$ cat src/rtl/wb_stage.sv
// wb_stage: MEM/WB pipeline register with load alignment, writeback select and a retired-instruction counter.
module wb_stage #(
    parameter int DATA_W     = 32,
    parameter int REG_ADDR_W = 5
) (
    input  logic                  clk,
    input  logic                  reset,
    input  logic                  stall,
    input  logic                  flush,
    input  logic                  in_valid,
    input  logic                  in_reg_write,
    input  logic                  in_mem_to_reg,
    input  logic [1:0]            in_load_size,
    input  logic                  in_load_unsigned,
    input  logic [1:0]            in_addr_low,
    input  logic [DATA_W-1:0]     in_mem_data,
    input  logic [DATA_W-1:0]     in_alu_result,
    input  logic [REG_ADDR_W-1:0] in_rd,
    output logic [DATA_W-1:0]     outMuxWb,
    output logic                  wb_reg_write,
    output logic [REG_ADDR_W-1:0] wb_rd,
    output logic                  wb_valid,
    output logic [31:0]           retired_count
);
    logic                  valid_q, reg_write_q, mem_to_reg_q, load_unsigned_q;
    logic [1:0]            load_size_q, addr_low_q;
    logic [DATA_W-1:0]     mem_data_q, alu_result_q;
    logic [REG_ADDR_W-1:0] rd_q;
    logic [31:0]           count_q, count_d;
    logic [DATA_W-1:0]     shifted, load_data;
    logic [7:0]            byte_sel;
    logic [15:0]           half_sel;

    assign count_d = count_q + {31'd0, in_valid};

    // Flush wins over stall; it clears the entry but leaves the counter alone.
    always_ff @(posedge clk) begin
        if (reset || flush) begin
            valid_q         <= 1'b0;
            reg_write_q     <= 1'b0;
            mem_to_reg_q    <= 1'b0;
            load_size_q     <= 2'b00;
            load_unsigned_q <= 1'b0;
            addr_low_q      <= 2'b00;
            mem_data_q      <= '0;
            alu_result_q    <= '0;
            rd_q            <= '0;
            if (reset) count_q <= 32'd0;
        end else if (!stall) begin
            valid_q         <= in_valid;
            reg_write_q     <= in_reg_write;
            mem_to_reg_q    <= in_mem_to_reg;
            load_size_q     <= in_load_size;
            load_unsigned_q <= in_load_unsigned;
            addr_low_q      <= in_addr_low;
            mem_data_q      <= in_mem_data;
            alu_result_q    <= in_alu_result;
            rd_q            <= in_rd;
            count_q         <= count_d;
        end
    end

    always_comb begin
        shifted   = mem_data_q >> {addr_low_q, 3'b000};
        byte_sel  = shifted[7:0];
        half_sel  = addr_low_q[1] ? mem_data_q[31:16] : mem_data_q[15:0];
        load_data = load_size_q == 2'b00 ? {{(DATA_W-8){~load_unsigned_q & byte_sel[7]}}, byte_sel}
                  : load_size_q == 2'b01 ? {{(DATA_W-16){~load_unsigned_q & half_sel[15]}}, half_sel}
                  : mem_data_q;
    end

    assign outMuxWb      = mem_to_reg_q ? load_data : alu_result_q;
    assign wb_reg_write  = valid_q & reg_write_q & (rd_q != '0);
    assign wb_rd         = rd_q;
    assign wb_valid      = valid_q;
    assign retired_count = count_q;
endmodule

$ cat config.mk
export PLATFORM = sky130hd
export DESIGN_NAME = wb_stage
export DESIGN_NICKNAME = d
export VERILOG_FILES = /design/src/rtl/wb_stage.sv
export SDC_FILE = /design/constraint.sdc
export NUM_CORES = 1
export LEC_CHECK = 0
export CAP_MARGIN = 40
export CORE_MARGIN = 4
export CORE_UTILIZATION = 40
export CTS_CLUSTER_DIAMETER = 60
export DETAILED_ROUTE_END_ITERATION = 10
export GPL_TIMING_DRIVEN = 0
export HOLD_SLACK_MARGIN = 0.12
export PLACE_DENSITY = 0.79
export SYNTH_ARGS = -nofsm -noshare
export SYNTH_HDL_FRONTEND = slang
export SYNTH_SLANG_ARGS = --single-unit
$ cat constraint.sdc
create_clock -name clk -period 7.3 [get_ports clk]
set_input_delay 0.73 -clock clk [delete_from_list [all_inputs] [get_ports clk]]
set_output_delay 0.73 -clock clk [all_outputs]
set_load 0.005 [all_outputs]
# Word level (Yosys, flattened, before mapping)
# Index checks and enable logic that the tools add are counted.
# Widths: inputs -> output; s select.
# word_totals
register_bits	109
word_cells	31
output_inout_bits	71
# op_classes
reduce_logical	4
shift	1
n_mux	7
addsub	1
n_bitwise	5
n_eq_ne	3
# op_table
op	n
$mux 32	6
$add 32x1->32	1
$shr 32x5->8	1
$mux 16	1
$reduce_bool 5->1	1
$and 1x1->1	4
$eq 2x1->1 const B	1
$logic_not 2->1	1
$ne 2x1->1 const B	1
$ne 2x2->1 const B	1
$reduce_and 2->1	1
$logic_or 1x1->1	1
$not 1->1	1

# Logic depth before layout (Yosys ltp)
# depth
word_depth	5
mapped_depth	8
mapped_depth_nobuf	6

# Worst setup path before layout
# OpenSTA, ideal clock, no wires.
# synth_path
path_kind	input to register
start	input port stall
end	register count_q[0] (netlist: retired_count[0]) (enable)
path_buffers	3
t_arrival_ps	2950
required_time_ps	6872
stages	4
setup_slack_ps	3922
path_cell_list	clkbuf_1 -> buf_1 -> buf_2 -> o21bai_1
# synth_via
elab_chain_len	2
# synth_rtl
item	line_no	rtl
start: declaration	8	input logic stall,
$ne 2x1->1 (no source line)	-	
$reduce_and 2->1 (no source line)	-	
end signal: assignment	59	count_q <= count_d;
end: declaration	29	logic [31:0] count_q, count_d;
# No other way between the ends.
# A chain may end at the register's enable or synchronous reset.

# Final worst setup path
# layout_path
start	register addr_low_q[1]
end	output port outMuxWb[6]
# layout_via
elab_chain_len	4
# layout_rtl
item	line_no	rtl
start: declaration	26	logic [1:0] load_size_q, addr_low_q;
start signal: assignment	55	addr_low_q <= in_addr_low;
branches (longest 2 deep; another with $shr 32x5->8)	-	
$mux 32 *	67	load_data = load_size_q == 2'b00 ? {{(DATA_W-8){~load_unsigned_q & byte_sel[7]}}, byte_sel}
$mux 32 *	72	assign outMuxWb = mem_to_reg_q ? load_data : alu_result_q;
end: declaration	19	output logic [DATA_W-1:0] outMuxWb,
# Mark *: on every way between the ends.

==> impl_metrics.toml <==
[critical_path]
cp_slowest_stage_delay_ns = 0.48
worstSetupPathType = "flop to output pin"
crit_arrival_ns = 2.79
crit_family = "buffers and inverters"
cpMaxStageDelayCell = "clkdlybuf4s50_1"
startpoint_type = "flop"
critPathMaxFanout = 10
cp.required_ns = 6.57
crit_buf_inv = 3
path_cells = "buf_2 > and3b_1 > clkbuf_1 > mux2i_1 > o21ai_0 > mux2_2 > clkdlybuf4s50_1"
endpoint_kind = "output pin"

[global_route]
overflow = 0
grt_max_degree = 20
antenna_found_initial = 0
grtUsageTotal = 0.208
grt_pass1_wl_um = 24500
grt_pass1_vias = 4779

[sta]
finalCritPeriodShare = 0.482
fin_crit_ns = 3.52
slew_headroom = 0.393
whs_ns = 0.500
rsz0062_at_grt = "no"
fmax_mhz = 284
fin_skew_ns = 0.00449
fin_setup_tns_ns = 0
fin_ws_ns = 3.78
slew_viol_final = 0
tightest_slew_ns = 0.910
setup_viol = 0
hold_violations = 0

[logic_synthesis]
ys_seq_area_frac = 0.468
yosys_warnings = 0
synthMuxAreaShare = 0.212
synth-adder-area-share = 0.00702
synth-edff-count = 32
synthFlopType = "dfxtp_1"
synth_top_family_by_area = "multiplexers"
synthCells = 533
synth_nets = 617
postSynthAreaPerCell_um2 = 10.0
synth_compound_area_frac = 0.107
synth-simple-area-share = 0.157
async_flop_share = 0
synth_cell_types = 41
synth_area_um2 = 5350
ys_ff_latch = 109
synth_xor_area_frac = 0.0147

[cts]
clock-sinks = 109
clock_latency_ns = 0.35
cts.repair.resized = 0
clockRootBuffer = "clkbuf_16"
cts_setup_buffers = 0
clk_pin_slew_ns = 0.07
cts_tree = "done"
hold_buffers = 0
cts-buffers-inserted = 9
htree_levels = 3
cts_buffer_depth = 2

[detailed_routing]
wl_per_cell_um = 18.3
dr.first_iter.drc_count = 408
vias = 4839
drtPass1Iterations = 8
routed_wl_um = 16000
viasPerCell = 5.54
route.antenna.remaining_nets = 0
drc_errors = 0

[power_and_ir_drop]
clockPowerShare = 0.354
net-switching-power_mw = 0.323
total_power_mw = 1.35
peakVddDrop_mv = 0.119
intPower_mw = 1.03
swShare = 0.239
p_leak_nw = 2.78
pwr-share-comb = 0.143
seqPwrFrac = 0.503
power_density_nw_per_um2 = 183

[placed_design]
port-buffer-count = 150
routabilityCongestion = 0.879
dp_hpwl_um = 12300
detailedPlace.worstSlack_ns = 3.80

[finish]
syn2layout_area_growth_pct = 38.3
regArea_um2 = 2500
fillers = 1079
diodes = 0
nets = 780
utilization = 0.575
final_layout_size_suffix_gt1_frac = 0.0642
multi_input_area_um2 = 2670

[floorplan]
die_h_um = 124
die-area_um2 = 15300
core_um2 = 12900
rows = 41
start_util = 0.415
io_pins = 152
die_x_um = 124

[run_status]
status = "finished, final reports clean"

[worst_hold_path]
hold_path.class = "flop to flop"

[run]
maxCapViolCount = 0
## worst register-to-register path: stages, from the launching register on
cell,delay (ns)
edfxtp_1,0.42
ha_1,0.19
ha_1,0.20
nand2_1,0.17
or4_1,0.55
clkbuf_1,0.24
buf_2,0.26
or3_1,0.33
a21oi_1,0.14
## power by group through the flow
| stage | Sequential, mW | Clock, mW | Combinational (mW) |
|---|---|---|---|
| floorplan | 0.686 | 0 | 0.0836 |
| global placement | 0.692 | 0 | 0.186 |
| detailed placement | 0.694 | 0 | 0.193 |
| CTS | 0.680 | 0.484 | 0.194 |
| global route | 0.683 | 0.508 | 0.210 |
| finish | 0.681 | 0.478 | 0.193 |
## registers in the layout, summed over array words and instances (netlist names)
signal and flops:
wb_rd 5, wb_valid 1, load_unsigned_q 1, mem_to_reg_q 1, reg_write_q 1, retired_count 32, alu_result_q 32, load_size_q 2
addr_low_q 2, mem_data_q 32
## cells by family after synthesis
family / Yosys count
AND/OR/NAND/NOR: 179
flip-flops: 109
multiplexers: 102
AO/OA/AOI/OAI: 85
buffers and inverters: 46
XOR/XNOR: 9
adder cells (fa/ha/maj): 3
## layer usage
metal	wire, µm	up-vias	track usage
met2	7970	227	0.363
li1	-	2270	-
met3	1050	42	0.0409
met1	6490	2300	0.255
met4	448	0	0.0720
met5	0	-	0
## metrics by stage
| step | cell area, µm² | cells |
|---|---|---|
| detailed placement | 7110 | 857 |
| CTS | 7400 | 873 |
| global placement | 7070 | 855 |
| global route | 7400 | 873 |
| floorplan | 5350 | 533 |
| finish | 7400 | 873 |
## synthesized netlist by cell type, types with 2 or more instances
master,count,area (µm²)
nor2_1,88,330
mux2_2,9,101
nand3_1,10,50.1
nor4_1,2,12.5
o21ai_0,20,100
buf_1,3,11.3
dfxtp_1,77,1540
o31ai_1,8,60.1
xor2_1,2,17.5
mux2i_1,85,851
and2_1,3,18.8
nand4_1,6,37.5
clkbuf_1,27,101
nand2_1,32,120
a21oi_1,27,135
inv_1,6,22.5
a221o_1,15,150
or3_1,15,93.8
xnor2_1,7,61.3
edfxtp_1,32,961
nand3b_1,2,15.0
nor3_1,4,20.0
and4_1,2,17.5
or4_1,11,82.6
ha_1,3,37.5
buf_2,8,40.0
mux4_2,8,180
o22a_1,8,70.1
## placed cells by master (no fill, tap or decap), drive strengths merged, types with 3 or more instances in the layout
master         synthesis  final
nor2                  88     88
mux4                   8      8
o21ai                 21     21
dfxtp                 77     77
and2                   3      3
nand4                  7      7
a221o                 15     15
or3                   15     15
o22a                   8      8
edfxtp                32     32
clkinv                 1      4
nand3                 10     10
a21oi                 27     27
xnor2                  7      7
o31ai                  8      8
clkbuf                27     40
nand2                 32     32
or4                   11     11
inv                    6      6
mux2i                 85     85
ha                     3      3
nor3                   4      4
buf                   12     14
clkdlybuf4s50          0    150
mux2                   9      9
## area by class of cell
type,count,area share
Multi-Input combinational cell,378,0.361
Sequential cell,109,0.338
Timing Repair Buffer,152,0.207
Clock buffer,13,0.0367
Tap cell,172,0.0291
Buffer,39,0.0216
Inverter,7,0.00355
Clock inverter,3,0.00254
## worst paths after layout
check              startpoint           endpoint  slack (ns)  depth (start not counted)
max reg2reg  retired_count[0]  retired_count[24]        4.65                          8
min reg2reg  alu_result_q[23]   alu_result_q[23]        0.50                          2
max             addr_low_q[1]        outMuxWb[6]        3.78                          7
min          alu_result_q[23]   alu_result_q[23]        0.50                          2
Power figures use the tool's default switching activity.
